[src/rtl/mem_ctrl.sv]
// mem_ctrl: one-outstanding memory controller. Decodes each request to on-chip
// SRAM (programmable wait states), an external IO bus (with timeout) or an error.
package mem_ctrl_pkg;
    typedef struct packed {
        logic        mem_valid;
        logic        mem_instr;
        logic [31:0] mem_addr;
        logic [31:0] mem_wdata;
        logic [3:0]  mem_wstrb;
    } mem_in_type;

    typedef struct packed {
        logic        mem_ready;
        logic [31:0] mem_rdata;
    } mem_out_type;
endpackage

module mem_ctrl
    import mem_ctrl_pkg::*;
#(
    parameter int RAM_WORDS   = 4096,
    parameter int WAIT_CYCLES = 0,
    parameter int IO_TIMEOUT  = 256
) (
    input  logic                         clock,
    input  logic                         reset,
    input  mem_in_type                   mem_in,
    output mem_out_type                  mem_out,
    output logic                         ram_en,
    output logic [3:0]                   ram_wstrb,
    output logic [$clog2(RAM_WORDS)-1:0] ram_addr,
    output logic [31:0]                  ram_wdata,
    input  logic [31:0]                  ram_rdata,
    output logic                         io_valid,
    output logic [31:0]                  io_addr,
    output logic [31:0]                  io_wdata,
    output logic [3:0]                   io_wstrb,
    input  logic                         io_ready,
    input  logic [31:0]                  io_rdata,
    output logic                         bus_error
);
    localparam int          AW        = $clog2(RAM_WORDS);
    localparam logic [32:0] RAM_BYTES = 33'(RAM_WORDS) << 2;
    localparam logic [3:0]  WAIT_LAST = 4'(WAIT_CYCLES);
    localparam logic [15:0] TMO_LAST  = 16'(IO_TIMEOUT);

    typedef enum logic [2:0] {S_IDLE, S_RAM_ACC, S_RAM_WAIT, S_IO_ACC, S_RESP} state_t;

    state_t        r_state, w_next;
    logic [3:0]    r_wcnt;
    logic [15:0]   r_tcnt;
    logic          r_rd;
    logic          r_ready, r_berr, r_ram_en, r_io_valid;
    logic [31:0]   r_rdata, r_ram_wdata, r_io_addr, r_io_wdata;
    logic [3:0]    r_ram_wstrb, r_io_wstrb;
    logic [AW-1:0] r_ram_addr;

    logic          w_accept, w_is_ram, w_is_io, w_ram_done, w_io_ack, w_io_tmo;
    logic          w_ready, w_berr, w_ram_en, w_io_valid;
    logic [31:0]   w_rdata, w_ram_wdata, w_io_addr, w_io_wdata;
    logic [3:0]    w_ram_wstrb, w_io_wstrb;
    logic [AW-1:0] w_ram_addr;
    logic          w_unused_ok;

    // RESP also accepts, so back-to-back requests need no idle cycle.
    assign w_accept    = mem_in.mem_valid && (r_state == S_IDLE || r_state == S_RESP);
    assign w_is_ram    = {1'b0, mem_in.mem_addr} < RAM_BYTES;
    assign w_is_io     = mem_in.mem_addr[31:28] == 4'h1;
    assign w_ram_done  = (r_state == S_RAM_WAIT) && (r_wcnt == WAIT_LAST);
    assign w_io_ack    = (r_state == S_IO_ACC) && io_ready;
    assign w_io_tmo    = (r_state == S_IO_ACC) && !io_ready && (r_tcnt == TMO_LAST);
    assign w_unused_ok = mem_in.mem_instr;

    always_ff @(posedge clock or negedge reset) begin
        if (!reset) r_state <= S_IDLE;
        else        r_state <= w_next;
    end

    always_comb begin
        w_next = r_state;
        case (r_state)
            S_IDLE, S_RESP: begin
                if (w_accept) w_next = w_is_ram ? S_RAM_ACC : (w_is_io ? S_IO_ACC : S_RESP);
                else          w_next = S_IDLE;
            end
            S_RAM_ACC:  w_next = S_RAM_WAIT;
            S_RAM_WAIT: if (w_ram_done) w_next = S_RESP;
            S_IO_ACC:   if (w_io_ack || w_io_tmo) w_next = S_RESP;
            default:    w_next = S_IDLE;
        endcase
    end

    // Next values of the registered outputs; everything defaults to zero so
    // the bus fields are clean whenever their strobe is low.
    always_comb begin
        w_ready     = 1'b0;
        w_berr      = 1'b0;
        w_rdata     = '0;
        w_ram_en    = 1'b0;
        w_ram_wstrb = '0;
        w_ram_addr  = '0;
        w_ram_wdata = '0;
        w_io_valid  = 1'b0;
        w_io_addr   = '0;
        w_io_wdata  = '0;
        w_io_wstrb  = '0;
        if (w_accept) begin
            if (w_is_ram) begin
                w_ram_en    = 1'b1;
                w_ram_wstrb = mem_in.mem_wstrb;
                w_ram_addr  = mem_in.mem_addr[AW+1:2];
                w_ram_wdata = mem_in.mem_wdata;
            end else if (w_is_io) begin
                w_io_valid = 1'b1;
                w_io_addr  = mem_in.mem_addr;
                w_io_wdata = mem_in.mem_wdata;
                w_io_wstrb = mem_in.mem_wstrb;
            end else begin
                w_ready = 1'b1;
                w_berr  = 1'b1;
            end
        end else if (w_ram_done) begin
            w_ready = 1'b1;
            w_rdata = r_rd ? ram_rdata : '0;
        end else if (w_io_ack) begin
            w_ready = 1'b1;
            w_rdata = r_rd ? io_rdata : '0;
        end else if (w_io_tmo) begin
            w_ready = 1'b1;
            w_berr  = 1'b1;
        end else if (r_state == S_IO_ACC) begin
            w_io_valid = 1'b1;
            w_io_addr  = r_io_addr;
            w_io_wdata = r_io_wdata;
            w_io_wstrb = r_io_wstrb;
        end
    end

    always_ff @(posedge clock or negedge reset) begin
        if (!reset) begin
            r_wcnt      <= '0;
            r_tcnt      <= '0;
            r_rd        <= 1'b0;
            r_ready     <= 1'b0;
            r_berr      <= 1'b0;
            r_rdata     <= '0;
            r_ram_en    <= 1'b0;
            r_ram_wstrb <= '0;
            r_ram_addr  <= '0;
            r_ram_wdata <= '0;
            r_io_valid  <= 1'b0;
            r_io_addr   <= '0;
            r_io_wdata  <= '0;
            r_io_wstrb  <= '0;
        end else begin
            r_wcnt      <= (r_state == S_RAM_WAIT) ? r_wcnt + 4'd1 : 4'd0;
            r_tcnt      <= (r_state == S_IO_ACC && !io_ready) ? r_tcnt + 16'd1 : 16'd0;
            if (w_accept) r_rd <= (mem_in.mem_wstrb == 4'b0);
            r_ready     <= w_ready;
            r_berr      <= w_berr;
            r_rdata     <= w_rdata;
            r_ram_en    <= w_ram_en;
            r_ram_wstrb <= w_ram_wstrb;
            r_ram_addr  <= w_ram_addr;
            r_ram_wdata <= w_ram_wdata;
            r_io_valid  <= w_io_valid;
            r_io_addr   <= w_io_addr;
            r_io_wdata  <= w_io_wdata;
            r_io_wstrb  <= w_io_wstrb;
        end
    end

    assign mem_out.mem_ready = r_ready;
    assign mem_out.mem_rdata = r_rdata;
    assign bus_error         = r_berr;
    assign ram_en            = r_ram_en;
    assign ram_wstrb         = r_ram_wstrb;
    assign ram_addr          = r_ram_addr;
    assign ram_wdata         = r_ram_wdata;
    assign io_valid          = r_io_valid;
    assign io_addr           = r_io_addr;
    assign io_wdata          = r_io_wdata;
    assign io_wstrb          = r_io_wstrb;
endmodule

[config.mk]
export PLATFORM = sky130hd
export DESIGN_NAME = mem_ctrl
export DESIGN_NICKNAME = d
export VERILOG_FILES = /design/src/rtl/mem_ctrl.sv
export SDC_FILE = /design/constraint.sdc
export NUM_CORES = 1
export LEC_CHECK = 0
export BUFFER_PORTS_ARGS = -buffer_cell sky130_fd_sc_hd__buf_2
export CAP_MARGIN = 20
export CORE_MARGIN = 5
export CORE_UTILIZATION = 45
export CTS_CLUSTER_SIZE = 40
export DETAILED_ROUTE_END_ITERATION = 10
export GPL_ROUTABILITY_DRIVEN = 1
export PLACE_DENSITY = 0.77
export SETUP_SLACK_MARGIN = 0.15
export SYNTH_ARGS = -nofsm -noshare
export SYNTH_HDL_FRONTEND = slang
export SYNTH_SLANG_ARGS = --single-unit
[constraint.sdc]
create_clock -name clock -period 3.95 [get_ports clock]
set_clock_uncertainty 0.1 [all_clocks]
set_input_delay 0.1975 -clock clock [delete_from_list [all_inputs] [get_ports clock]]
set_output_delay 0.1975 -clock clock [all_outputs]
set_load 0.05 [all_outputs]
==> impl_metrics.csv, run 1 <==
group,metric,value,unit
outcome,status,"completed",
clocking,cts_tree,"yes",
finish,final_common_cell,"buf_2",
critical_path,start_kind,"flip-flop",
pwr,p_leak,5.235,nW
pwr,p_comb_frac,0.074,
synthesis,ys_ff_latch,176,
pwr,clock_power_share,0.438,
sta,slew_viol_final,0,
pwr,p_seq_frac,0.487,
critical_path,arrival,2.97,ns
synthesis,syn_inst,502,
critical_path,path_class,"reg2reg",
clocking,clockRootBuffer,"clkbuf_16",
synthesis,postSynthAreaPerCell,13.06,µm²
floorplanning,die_h,130.7,µm
floorplanning,dieArea,0.01709,mm²
detailed_routing,drtIter0Drc,407,
synthesis,yosys_warnings,0,
placement,port_buffers,287,
detailed_routing,drc_errors,0,
critical_path,cp.required,4.20,ns
critical_path,path_buf_inv,1,
grt,grt_usage,0.2546,
synthesis,synth_seq_area_share,0.6716,
critical_path,crit_family,"simple AND/OR/NAND/NOR gates",
synthesis,synth_top_area_frac,0.6716,
clocking,clock_path_buffers,2,
detailed_routing,drt-total-wl,22080,µm
clocking,clock-sinks,176,
placement,gp_congestion,0.8291,
synthesis,synth_largest_area_cell,"dfrtp_1",
grt,use_met1,0.2995,
floorplanning,ios,289,
min_path,holdCritPathClass,"in2reg",
grt,grt-ovfl-total,0,
grt,grt_pass1_vias,6198,
grt,grt_use_met2,0.4293,
critical_path,slowest_delay,0.61,ns
sta,worst_slew_pin_slew,0.8111,ns
detailed_routing,via_count,5990,
pwr,swShare,0.2277,
sta,setup_tns,0,ns
clocking,cts_buffers,17,
grt,grt_pass1_wl,33170,µm
detailed_routing,wl_per_cell,19.78,µm
clocking,clkSlewWorstSetupHoldPaths,0.07,ns
floorplanning,die_w,130.7,µm
floorplanning,core,0.01442,mm²
critical_path,reg2reg_depth,5,
finish,final_util,0.6965,
finish,final_cell_mix,"286 x buf_2, 176 x dfrtp_1, 129 x dlygate4sd3_1",
pwr,p_int,2.882,mW
sta,relSlewSlack,0.4517,
sta,hold_ws,0.01882,ns
synthesis,synth_edf_count,0,
grt,grt_start_max_net_pins,93,
finish,drive_gt1_frac,0.3600,
detailed_routing,postRouteAntennaNets,0,
clocking,clk_latency,0.42,ns
sta,fin_crit,2.718,ns
run,maxCapViolations,0,
min_path,min_path_cells,3,
sta,rsz0062_at_grt,"no",
sta,hold_viol_final,0,
detailed_routing,dr.pass1.iters,5,
synthesis,synth_async_sr_flop_share,1.000,
detailed_routing,viasPerCell,5.367,
sta,setup_viol,0,
pwr,vdd_ir_drop_max,267.7,µV
floorplanning,initial_core_util,0.4546,
grt,grtUsageMet3,0.06951,
sta,period_share,0.6881,
floorplanning,num_rows,44,
grt,antenna_found_initial,4,
grt,grt.busiest_layer,"met2",
placement,post-dp-hpwl,12810,µm
synthesis,synth_cell_types,40,
synthesis,syn_area,0.006558,mm²
finish,syn_to_final_growth,53.20,%
synthesis,yosys_most_used_dff,"dfrtp_1",
critical_path,crit_slowest_cell,"nor2_4",
clocking,cts-htree-levels,4,
synthesis,synth_top_cells_by_area,"dfrtp_1 67%, a22o_1 8.5%, and2_1 5.0%, a22oi_1 3.7%, nor2_1 2.7%",
synthesis,synth_nets,643,
finish,fin_nets,1053,
critical_path,cp-end-kind,"flip-flop",
critical_path,critPathMaxFanout,38,
pwr,powerDensity,371.4,mW/mm²
pwr,p_switching,849.6,µW
sta,fmax,367.9,MHz
critical_path,path_cells,"or3b_1 -> or4_4 -> nor2_4 -> buf_12 -> a22o_1",
critical_path,cp.depth,5,
-- worst reg2reg max path: stages, from the launching register on --
cell and delay (ns):
dfrtp_1 0.43, or3b_1 0.51, or4_4 0.49, nor2_4 0.61, buf_12 0.31, a22o_1 0.21
-- path summary, 6_finish.rpt --
check	endpoint	start	slack, ns
min reg2reg	io_addr[28]	io_addr[28]	0.39
min in group asynchronous	r_tcnt[4]	reset	0.28
max reg2reg	io_addr[4]	r_state[1]	1.23
max in group asynchronous	r_wcnt[0]	reset	2.53
min	bus_error	mem_in[65]	0.02
max	io_addr[4]	r_state[1]	1.23
-- cells by family after synthesis --
family          after synthesis  synth area share
compound gates              115            0.1414
xor+xnor                     11           0.01469
fa+ha+maj                     4          0.007632
buf+inv                      43           0.03453
flops                       176            0.6716
simple gates                153            0.1301
-- layer usage --
| metal | wire, µm | vias up |
|---|---|---|
| met2 | 11360 | 341 |
| met4 | 740 | 0 |
| met3 | 1956 | 54 |
| met1 | 8024 | 2977 |
| met5 | 0 | - |
| li1 | - | 2618 |
-- per-stage QoR --
stage	instances	total power, mW	setup WS [ns]	instance area [µm²]
finish	1116	3.731	1.232	10050
global route	1113	3.858	1.128	10040
CTS	1109	3.740	1.267	10030
detailed placement	948	2.037	1.276	8169
global placement	947	2.035	1.300	8142
floorplan	502	1.909	1.928	6558
-- power by group through the flow --
stage	Sequential (mW)	Combinational, mW	Clock, mW
finish	1.82	0.278	1.64
global route	1.82	0.300	1.74
CTS	1.82	0.268	1.65
detailed placement	1.85	0.186	0
global placement	1.85	0.183	0
floorplan	1.88	0.0303	0
-- cells in the mapped netlist (4+ instances only) --
library cell,n
a21oi_1,4
buf_6,6
a22oi_1,32
nor4_1,6
ha_1,4
and2_1,52
clkbuf_1,9
buf_2,10
dfrtp_1,176
nand2_1,7
a22o_1,64
and3_1,6
o21ai_0,5
buf_1,4
nand3_1,6
or4_1,4
nor2_1,47
xnor2_1,4
inv_1,10
nand4_1,9
xor2_1,7
-- final cells by class --
| class | instances | area [µm²] |
|---|---|---|
| Antenna cell | 7 | 17.52 |
| Clock buffer | 19 | 432.9 |
| Clock inverter | 13 | 135.1 |
| Fill cell | 957 | 4378 |
| Inverter | 10 | 37.54 |
| Multi-Input combinational cell | 283 | 1937 |
| Sequential cell | 176 | 4404 |
| Tap cell | 184 | 230.2 |
| Timing Repair Buffer | 424 | 2851 |
-- registers in the layout (all words and copies together), names as in the netlist --
name,count
bus_error,1
io_addr,32
io_valid,1
io_wdata,32
io_wstrb,4
r_rd,1
r_rdata,32
r_ready,1
r_state,3
r_tcnt,16
r_wcnt,4
ram_addr,12
ram_en,1
ram_wdata,32
ram_wstrb,4
-- timing repair --
action,4_1_cts,5_1_grt
resized for setup,0,0
hold buffers,129,0
setup buffers,0,0
endpoints found under the hold margin,228,0
(Power assumes the default switching activity.)
==> run 2, diff against run 1 <==
- clock period: 3.95 -> 2.7 ns (I/O delays scaled with it)
==> impl_metrics.csv, run 2 (same netlist as run 1, synthesis figures left out) <==
group,metric,value,unit
pwr,powerDensity,556.5,mW/mm²
grt,grt_pass1_wl,32920,µm
floorplanning,die_w,130.7,µm
critical_path,path_class,"reg2reg",
grt,grt_usage,0.2538,
finish,final_common_cell,"buf_2",
floorplanning,ios,289,
critical_path,reg2reg_depth,7,
clocking,clk_latency,0.42,ns
pwr,clock_power_share,0.462,
placement,place_inst,952,
pwr,vdd_ir_drop_max,419.2,µV
detailed_routing,top_layer_used,"met5",
sta,relSlewSlack,0.6722,
floorplanning,initial_core_util,0.4546,
outcome,status,"completed",
finish,fin_nets,1070,
sta,setup_tns,0,ns
run,maxCapViolations,0,
sta,rsz0062_at_grt,"no",
grt,grt_pass1_vias,6121,
detailed_routing,drt-total-wl,22990,µm
sta,setup_viol,0,
critical_path,r2r_slack,0.17,ns
placement,gp_congestion,0.8349,
finish,fillers,909,
critical_path,r2r_end,"r_rdata[29]",
placement,post-dp-hpwl,12660,µm
pwr,p_comb_frac,0.074,
sta,period_share,0.9382,
grt,antenna_found_initial,5,
floorplanning,core,0.01442,mm²
detailed_routing,drc_errors,0,
sta,hold_viol_final,0,
pwr,p_switching,1.238,mW
finish,final_cell_mix,"286 x buf_2, 175 x dfrtp_1, 133 x dlygate4sd3_1",
clocking,cts_buffers,17,
min_path,holdCritPathClass,"in2reg",
placement,placed_cell_area,0.008192,mm²
floorplanning,num_rows,44,
floorplanning,die_h,130.7,µm
detailed_routing,wl_per_cell,20.33,µm
detailed_routing,dr.pass1.iters,5,
min_path,min_from,"io_ready",
detailed_routing,via_count,6054,
sta,worst_slew_pin_slew,0.4871,ns
critical_path,start_kind,"flip-flop",
detailed_routing,drtIter0Drc,533,
placement,port_buffers,287,
sta,hold_ws,0.09321,ns
pwr,p_int,4.498,mW
floorplanning,dieArea,0.01709,mm²
min_path,min_path_cells,5,
critical_path,arrival,2.77,ns
pwr,p_seq_frac,0.464,
sta,fmax,394.8,MHz
finish,drive_gt1_frac,0.3694,
min_path,holdPathEnd,"r_tcnt[9]",
clocking,clockRootBuffer,"clkbuf_16",
finish,stdcell_count,1131,
grt,grt_start_max_net_pins,78,
finish,postLayoutCellArea,0.01031,mm²
sta,fin_crit,2.533,ns
clocking,clock-sinks,176,
critical_path,cp-end-kind,"flip-flop",
pwr,p_leak,5.370,nW
detailed_routing,wl_met2,11460,µm
critical_path,critPathMaxFanout,8,
critical_path,r2r_start,"r_state[0]",
detailed_routing,wl_met3,2194,µm
finish,final_util,0.7147,
grt,grt-ovfl-total,0,
clocking,clkSlewWorstSetupHoldPaths,0.07,ns
detailed_routing,met1Wirelength,8065,µm
critical_path,cp.required,2.93,ns
clocking,cts_tree,"yes",
finish,syn_to_final_growth,57.20,%
detailed_routing,postRouteAntennaNets,0,
sta,slew_viol_final,0,
detailed_routing,viasPerCell,5.353,
clocking,cts-htree-levels,4,
pwr,swShare,0.2158,
clocking,clock_path_buffers,2,
run 2: worst max path at each step:
stage	from	endpoint	cells past startpoint
2_1_floorplan	r_state[1]	io_addr[0]	7
3_3_place_gp	r_state[1]	ram_addr[4]	5
3_5_place_dp	r_state[1]	ram_addr[0]	5
4_1_cts	r_state[1]	r_rdata[10]	6
5_1_grt	r_state[0]	r_rdata[29]	7
6_report	r_state[0]	r_rdata[29]	7
run 2: worst max-delay path, stage by stage (launching register included):
cell           delay (ns)
dfrtp_1              0.41
or3b_4               0.45
nor4_4               0.33
buf_6                0.19
clkbuf_16            0.16
a22oi_1              0.08
dlygate4sd3_1        0.59
nor2_1               0.15
run 2: cell type report:
class | count | area [µm²] | area share
clock inverter | 11 | 176.4 | 0.01711
multi-input combinational | 283 | 1939 | 0.1881
inverter | 10 | 37.54 | 0.003641
timing repair buffer | 441 | 3037 | 0.2946
sequential | 176 | 4405 | 0.4274
tap | 184 | 230.2 | 0.02233
antenna | 5 | 12.51 | 0.001214
clock buffer | 21 | 470.5 | 0.04564
run 2: through the flow:
step                setup WS, ns  power, mW
CTS                       0.1693      5.754
global placement          0.4983      2.981
finish                    0.1668      5.736
detailed placement        0.4833      2.986
global route              0.1144      5.937
floorplan                 0.6781      2.792
run 2: timing repair:
action                                  4_1_cts  5_1_grt
hold endpoints to repair                    248        0
hold buffers                                133        0
resized for setup                             0        7
endpoints found under the setup margin        0       31
setup buffers                                 0        6
run 2: power groups by stage:
stage | sequential (mW) | clock, mW | combinational [mW]
6_report | 2.66 | 2.65 | 0.424
2_1_floorplan | 2.75 | 0 | 0.0443
3_3_place_gp | 2.71 | 0 | 0.272
4_1_cts | 2.66 | 2.69 | 0.404
3_5_place_dp | 2.71 | 0 | 0.277
5_1_grt | 2.66 | 2.82 | 0.459
run 2: layer usage:
layer | GRT usage | up-vias
li1 | - | 2650
met1 | 0.2912 | 2968
met2 | 0.4281 | 348
met3 | 0.07033 | 86
met4 | 0.1440 | 2
met5 | 0 | -
